**config.mk**
```make
export PLATFORM = sky130hd
export DESIGN_NAME = mul_acc_sequencer
export DESIGN_NICKNAME = d
export VERILOG_FILES = /design/src/rtl/mul_acc_sequencer_pkg.sv /design/src/rtl/mul_acc_sequencer_mac_accumulator.sv /design/src/rtl/mul_acc_sequencer.sv
export SDC_FILE = /design/constraint.sdc
export NUM_CORES = 1
export LEC_CHECK = 0
export CAP_MARGIN = 20
export CORE_MARGIN = 1.5
export CORE_UTILIZATION = 52
export CTS_BUF_LIST = sky130_fd_sc_hd__clkbuf_2 sky130_fd_sc_hd__clkbuf_4 sky130_fd_sc_hd__clkbuf_8
export DETAILED_ROUTE_END_ITERATION = 10
export PLACE_DENSITY = 0.85
export SLEW_MARGIN = 0
export SYNTH_ARGS = -nofsm -noshare
export SYNTH_HDL_FRONTEND = slang
export SYNTH_SLANG_ARGS = --single-unit
```
**constraint.sdc**
```tcl
create_clock -name clk -period 3.5 [get_ports clk]
set_input_delay 0.875 -clock clk [delete_from_list [all_inputs] [get_ports clk]]
set_output_delay 0.875 -clock clk [all_outputs]
set_load 0.03 [all_outputs]
```
**src/rtl/mul_acc_sequencer_pkg.sv**
```systemverilog
// Shared types and default widths for the multiply-accumulate sequencer.
package mul_acc_sequencer_pkg;

   localparam int ACC_W_DEF = 24;
   localparam int LEN_W_DEF = 8;
   localparam int PROD_W    = 16;

   typedef enum logic [1:0] {
      ST_IDLE,
      ST_RUN,
      ST_DONE
   } state_e;

endpackage

```
**src/rtl/mul_acc_sequencer_mac_accumulator.sv**
```systemverilog
// Wide accumulator for 16-bit products with a sticky carry-out flag.
module mac_accumulator
   import mul_acc_sequencer_pkg::*;
#(
   parameter int ACC_W = ACC_W_DEF
) (
   input  logic              clk,
   input  logic              rst_n,
   input  logic              clr,
   input  logic              en,
   input  logic [PROD_W-1:0] p,
   output logic [ACC_W-1:0]  acc,
   output logic              ovf
);

   logic [ACC_W-1:0] acc_q, acc_d;
   logic             ovf_q, ovf_d;
   logic [ACC_W:0]   sum;

   // One extra bit catches the carry out of the modular sum.
   assign sum = {1'b0, acc_q} + (ACC_W + 1)'(p);

   always_comb begin
      acc_d = acc_q;
      ovf_d = ovf_q;
      if (clr) begin
         acc_d = '0;
         ovf_d = 1'b0;
      end else if (en) begin
         acc_d = sum[ACC_W-1:0];
         ovf_d = ovf_q | sum[ACC_W];
      end
   end

   always_ff @(posedge clk) begin
      if (!rst_n) begin
         acc_q <= '0;
         ovf_q <= 1'b0;
      end else begin
         acc_q <= acc_d;
         ovf_q <= ovf_d;
      end
   end

   assign acc = acc_q;
   assign ovf = ovf_q;

endmodule

```
**src/rtl/mul_acc_sequencer.sv**
```systemverilog
// Feeds operand pairs into an external combinational multiplier and sums a burst of products.
module mul_acc_sequencer
   import mul_acc_sequencer_pkg::*;
#(
   parameter int ACC_W = ACC_W_DEF,
   parameter int LEN_W = LEN_W_DEF
) (
   input  logic              clk,
   input  logic              rst_n,
   input  logic              start,
   input  logic [LEN_W-1:0]  len,
   input  logic              in_valid,
   output logic              in_ready,
   input  logic [7:0]        in_a,
   input  logic [7:0]        in_b,
   output logic [7:0]        mul_a,
   output logic [7:0]        mul_b,
   input  logic [PROD_W-1:0] mul_p,
   output logic              out_valid,
   input  logic              out_ready,
   output logic [ACC_W-1:0]  out_sum,
   output logic              out_ovf,
   output logic              busy
);

   state_e           state_q, state_d;
   logic [LEN_W-1:0] len_q, len_d;
   logic [LEN_W-1:0] cnt_q, cnt_d;
   logic [7:0]       mul_a_q, mul_a_d;
   logic [7:0]       mul_b_q, mul_b_d;
   logic             p_vld_q, p_vld_d;
   logic             acc_clr, acc_en, hs;

   assign in_ready = (state_q == ST_RUN) && (cnt_q < len_q);
   assign hs       = in_valid & in_ready;

   always_comb begin
      state_d = state_q;
      len_d   = len_q;
      cnt_d   = cnt_q;
      mul_a_d = mul_a_q;
      mul_b_d = mul_b_q;
      p_vld_d = p_vld_q;
      acc_clr = 1'b0;
      acc_en  = 1'b0;
      case (state_q)
         ST_IDLE: begin
            if (start) begin
               len_d   = len;
               cnt_d   = '0;
               p_vld_d = 1'b0;
               acc_clr = 1'b1;
               state_d = (len == '0) ? ST_DONE : ST_RUN;
            end
         end
         ST_RUN: begin
            // A new pair may land in the operand registers on the same edge
            // the previous product is accumulated, giving one pair per cycle.
            acc_en  = p_vld_q;
            p_vld_d = hs;
            if (hs) begin
               mul_a_d = in_a;
               mul_b_d = in_b;
               cnt_d   = cnt_q + 1'b1;
            end
            if (p_vld_q && !hs && (cnt_q == len_q))
               state_d = ST_DONE;
         end
         ST_DONE: begin
            if (out_ready)
               state_d = ST_IDLE;
         end
         default: state_d = ST_IDLE;
      endcase
   end

   always_ff @(posedge clk) begin
      if (!rst_n) begin
         state_q <= ST_IDLE;
         len_q   <= '0;
         cnt_q   <= '0;
         mul_a_q <= '0;
         mul_b_q <= '0;
         p_vld_q <= 1'b0;
      end else begin
         state_q <= state_d;
         len_q   <= len_d;
         cnt_q   <= cnt_d;
         mul_a_q <= mul_a_d;
         mul_b_q <= mul_b_d;
         p_vld_q <= p_vld_d;
      end
   end

   mac_accumulator #(.ACC_W(ACC_W)) u_acc (
      .clk   (clk),
      .rst_n (rst_n),
      .clr   (acc_clr),
      .en    (acc_en),
      .p     (mul_p),
      .acc   (out_sum),
      .ovf   (out_ovf)
   );

   assign mul_a     = mul_a_q;
   assign mul_b     = mul_b_q;
   assign out_valid = (state_q == ST_DONE);
   assign busy      = (state_q != ST_IDLE);

endmodule
```
Word-level counts from Yosys, hierarchy flattened

Cells that the tools add are included.

$lt $le $gt $ge: 1
Bitwise logic cells: 3
Equality and inequality tests: 7
Multiplexer cells: 13
Add/subtract/negate cells: 2
Reduce and logical (&&, ||, !) cells: 14

Operators with widths:

| cell                                                 | number |
|---|---|
| adder 24 x 16 -> 25 bit                              | 1 |
| two-way mux 8 bit                                    | 2 |
| case mux 8 bit (2 select lines)                      | 1 |
| adder 8 x 1 -> 8 bit (second input constant)         | 1 |
| equality test 8 bit                                  | 1 |
| zero test 8 bit                                      | 1 |
| < comparator 8 bit                                   | 1 |
| two-way mux 2 bit                                    | 4 |
| case mux 2 bit (3 select lines)                      | 1 |
| AND reduction 2 bit                                  | 3 |
| AND reduction 3 bit                                  | 2 |
| two-way mux 1 bit                                    | 4 |
| != test 2 x 1 -> 1 bit (second input constant)       | 2 |
| != test 2 bit (second input constant)                | 2 |
| nonzero test 2 bit                                   | 2 |
| logical AND 1 bit                                    | 3 |
| equality test 2 x 1 -> 1 bit (second input constant) | 1 |
| equality test 2 bit (second input constant)          | 1 |
| zero test 2 bit                                      | 1 |
| case mux 1 bit (2 select lines)                      | 1 |
| OR reduction 2 bit                                   | 1 |
| AND 1 bit                                            | 1 |
| zero test 1 bit                                      | 1 |
| NOT 1 bit                                            | 1 |
| OR 1 bit                                             | 1 |

Output and inout bits: 44
Bits in registers: 60
Logic and storage cells: 48
Input bits: 45

Longest topological paths before layout

Word-level depth: 8
Mapped depth: 9
Depth with buffers taken out: 8

Modules after synthesis

Synthesis repeated with hierarchy kept, for this count alone.

Cells, all modules: 420
Area total of the unflattened synthesis: 3504.6 um2

Modules (own cells, without submodules):

| module            | area each (um2) | cells each | sequential area each (um2) | instances |
|---|---|---|---|---|
| mac_accumulator   | 1767.9          | 213        | 500.5                      | 1 |
| mul_acc_sequencer | 1736.7          | 207        | 700.7                      | 1 |

Least setup slack after synthesis

No wires, ideal clock.

Path kind: input-to-reg
From: input port mul_p[0]
To: register u_acc.acc_q[18], in the netlist u_acc.acc[18]
Library setup time: 0.120 ns
Setup slack: 0.701 ns
Cell stages on the path: 7
Data arrival time: 2.680 ns
Data required time: 3.380 ns
Path buffers: 0
Cell sequence: ha_1 > fa_1 > a21o_1 > a221oi_2 > o2bb2ai_1 > or2_2 > a211o_1

Longest elaborated chain between the ends: 1

Ends and longest elaborated chain:

| element                 | RTL line                                | text |
|---|---|---|
| from (decl)             | mul_acc_sequencer.sv:18                 | `input logic [PROD_W-1:0] mul_p,` |
| adder 24 x 16 -> 25 bit | mul_acc_sequencer_mac_accumulator.sv:21 | `assign sum = {1'b0, acc_q} + (ACC_W + 1)'(p);` |
| to (signal assigned)    | mul_acc_sequencer_mac_accumulator.sv:37 | `acc_q <= '0;` |
| to (signal assigned)    | mul_acc_sequencer_mac_accumulator.sv:40 | `acc_q <= acc_d;` |
| to (decl)               | mul_acc_sequencer_mac_accumulator.sv:16 | `logic [ACC_W-1:0] acc_q, acc_d;` |

No other way between the ends.
A chain may end at the register's enable or synchronous reset.

Final worst setup path

From: register len_q[1]
To: output port in_ready

Longest elaborated chain between the ends: 2

Ends and longest elaborated chain:

| element                | RTL line                | text |
|---|---|---|
| from (decl)            | mul_acc_sequencer.sv:27 | `logic [LEN_W-1:0] len_q, len_d;` |
| from (signal assigned) | mul_acc_sequencer.sv:87 | `len_q <= len_d;` |
| < comparator 8 bit     | mul_acc_sequencer.sv:34 | `assign in_ready = (state_q == ST_RUN) && (cnt_q < len_q);` |
| logical AND 1 bit      | mul_acc_sequencer.sv:34 |  |
| to (decl)              | mul_acc_sequencer.sv:13 | `output logic in_ready,` |

No other way between the ends.

==> impl_metrics.env <==
export IMPL_synth_async_reset_ratio_pct=0
export IMPL_hold_path_class="register to register"
export IMPL_fmax_ghz=0.326
export IMPL_synthAdderAreaFrac_pct=9.06
export IMPL_highest_layer="met4"
export IMPL_dpl_cell_count=623
export IMPL_tns_ns=0
export IMPL_worstSetupPathType="register to primary output"
export IMPL_cts_root_buf="clkbuf_8"
export IMPL_yosys_area_share_simple_pct=25.7
export IMPL_insertedDiodeCount=0
export IMPL_cp_required_ns=2.62
export IMPL_finalMaxSlewViolations=0
export IMPL_leakagePower_nw=1.84
export IMPL_netlist_instances=459
export IMPL_grt_max_degree=33
export IMPL_multiInputGateArea_sq_mm=0.00230
export IMPL_dpl_cell_area_sq_mm=0.00459
export IMPL_area_growth_pct=30.8
export IMPL_routedWlPerCell_um=14.4
export IMPL_crit_slowest_cell="dfxtp_1"
export IMPL_crit_path_end_kind="primary output"
export IMPL_crit_top_cell="o21a_1"
export IMPL_ir_drop_mv=0.300
export IMPL_cts_num_sinks=60
export IMPL_grt_pass1_vias=3435
export IMPL_finClkSkew_ns=0.0105
export IMPL_synth_fp_nets=530
export IMPL_maxSlewHeadroom_pct=48.8
export IMPL_dieArea_sq_mm=0.00758
export IMPL_drv_cap=0
export IMPL_fillCellCount=563
export IMPL_wl_um=9230
export IMPL_power_total_mw=1.64
export IMPL_synth_edf_count=0
export IMPL_io_pins=89
export IMPL_setup_violations=0
export IMPL_synthDistinctLibCells=59
export IMPL_postRouteAntennaNets=0
export IMPL_hpwl_um=6860
export IMPL_grt_usage_pct=25.2
export IMPL_clock_latency_ns=0.35
export IMPL_antenna_found_initial=0
export IMPL_cp_max_fo=3
export IMPL_layout_commonest_cell="nand2_1"
export IMPL_drive_gt1_share_pct=6.80
export IMPL_period_share_pct=87.6
export IMPL_drc=0
export IMPL_post_synth_instance_area_sq_mm=0.00367
export IMPL_h_tree_depth=3
export IMPL_rsz0062_at_grt="false"
export IMPL_hold_buffers=0
export IMPL_regArea_sq_mm=0.00120
export IMPL_clk_pin_slew_ns=0.08
export IMPL_ys_seq_elements=60
export IMPL_status="completed"
export IMPL_clockBufferDepth=2
export IMPL_drt_iter0_drc=202
export IMPL_ys_seq_area_share_pct=32.7
export IMPL_gp_congestion=0.900
export IMPL_die_w_um=87.1
export IMPL_cts_tree="built"
export IMPL_dr_total_vias=3639
export IMPL_drt_first_pass_iters=4
export IMPL_min_period_ns=3.07
export IMPL_dr_wl_met3_um=462
export IMPL_die_height_um=87.1
export IMPL_rows=30
export IMPL_route_met2_wl_um=4730
export IMPL_max_slew_worst_pin_slew_ns=0.767
export IMPL_fin_nets=610
export IMPL_yosys_warnings=0
export IMPL_slowest_delay_ns=0.33
export IMPL_synthMuxAreaShare_pct=5.18
export IMPL_cts_buffers=9
export IMPL_power_density_mw_per_mm2=340
export IMPL_synth_top_family_by_area="simple AND/OR/NAND/NOR gates"
export IMPL_final_hold_viol_count=0
export IMPL_fin_cells=640
export IMPL_worstSetupStartpointType="register"
export IMPL_grt_pass1_wl_um=15200
export IMPL_core_sq_mm=0.00683
export IMPL_overflow=0
export IMPL_synth_flop_cell="dfxtp_1"
export IMPL_final_cell_mix="96 x nand2_1, 87 x clkdlybuf4s50_1, 60 x dfxtp_1"
export IMPL_whs_ns=0.461
export IMPL_port_buffers=88
export IMPL_wl_met1_um=3890
export IMPL_start_util_pct=53.8
export IMPL_worstPathCellList="inv_1, ha_1, nor2b_1, o21a_1, o21a_1, o21bai_1, and2_2, dlymetal6s2s_1"
export IMPL_synth_compound_area_share_pct=19.9
export IMPL_final_cell_area_sq_mm=0.00481
export IMPL_via_per_inst=5.69
export IMPL_synthXorXnorAreaFrac_pct=2.62
export IMPL_avgSynthCellArea_sq_um=8.01
export IMPL_crit_arrival_ns=2.19
## kinds of logic after synthesis
logic type | Yosys count
AO/OA/AOI/OAI | 111
XOR/XNOR | 11
adder cells (fa/ha/maj) | 26
buffers and inverters | 38
flip-flops | 60
multiplexers | 19
AND/OR/NAND/NOR | 194
## area by class of cell
class | instances | area share [%]
Timing Repair Buffer | 96 | 19.6
Multi-Input combinational cell | 361 | 47.8
Inverter | 11 | 0.859
Sequential cell | 60 | 25.0
Tap cell | 96 | 2.50
Clock buffer | 9 | 2.58
Clock inverter | 7 | 1.69
## Yosys cell counts (9+ instances only)
cell       n  share of area (%)
a21oi_1   39                5.3
and3_1    11                1.9
clkbuf_1  16                1.6
dfxtp_1   60                 33
ha_1      25                8.5
inv_1     11                1.1
mux2i_1   19                5.2
nand2_1   96                9.8
nand3_1   16                2.2
nand4_1   12                2.0
nor2_1    15                1.5
o21ai_0   22                3.0
xnor2_1    9                2.1
## final timing paths
| check | from | endpoint | slack (ns) | cells past startpoint |
|---|---|---|---|---|
| worst max-delay path | len_q[1] | in_ready | 0.43 | 8 |
| worst min-delay path | mul_b[4] | mul_b[4] | 0.46 | 2 |
| worst max register to register | u_acc.acc[0] | u_acc.acc[18] | 1.09 | 7 |
| worst min register to register | mul_b[4] | mul_b[4] | 0.46 | 2 |
## registers in the layout, summed over array words and instances, names as in the netlist
name and cells:
u_acc.ovf 1, mul_b 8, len_q 8, cnt_q 8, state_q 2, p_vld_q 1, u_acc.acc 24, mul_a 8
## worst max-delay path: cells and delay by family (launching register included)
kind | cells | cell delay [ns]
buffers and inverters | 2 | 0.32
and+or+nand+nor | 2 | 0.32
DFF | 1 | 0.33
AOI/OAI and AO/OA | 3 | 0.57
adders and majority gates | 1 | 0.30
## per-layer routing
layer | up-vias | track usage (%)
met5 | - | 0
met4 | 0 | 9.09
met3 | 14 | 6.64
met2 | 112 | 43.5
met1 | 1712 | 30.1
li1 | 1801 | -
## per-stage QoR
step / setup slack (ns) / util, %
2_1_floorplan: 0.701 / -
3_3_place_gp: 0.231 / 67.2
3_5_place_dp: 0.146 / 67.2
4_1_cts: 0.0447 / 70.3
5_1_grt: 0.299 / 70.4
6_report: 0.432 / 70.4
## what timing repair did
action                     in CTS  in global routing
setup endpoints to repair       1                  1
setup buffers                   1                  0
resized for setup               0                  1
pin swaps                       1                  0
## report_power, final
| part | switching [mW] | internal, mW | total [mW] |
|---|---|---|---|
| sequential | 0.0107 | 0.700 | 0.711 |
| combinational | 0.147 | 0.123 | 0.270 |
| clock | 0.317 | 0.340 | 0.656 |
No activity file was read; power rests on OpenSTA's default activity.
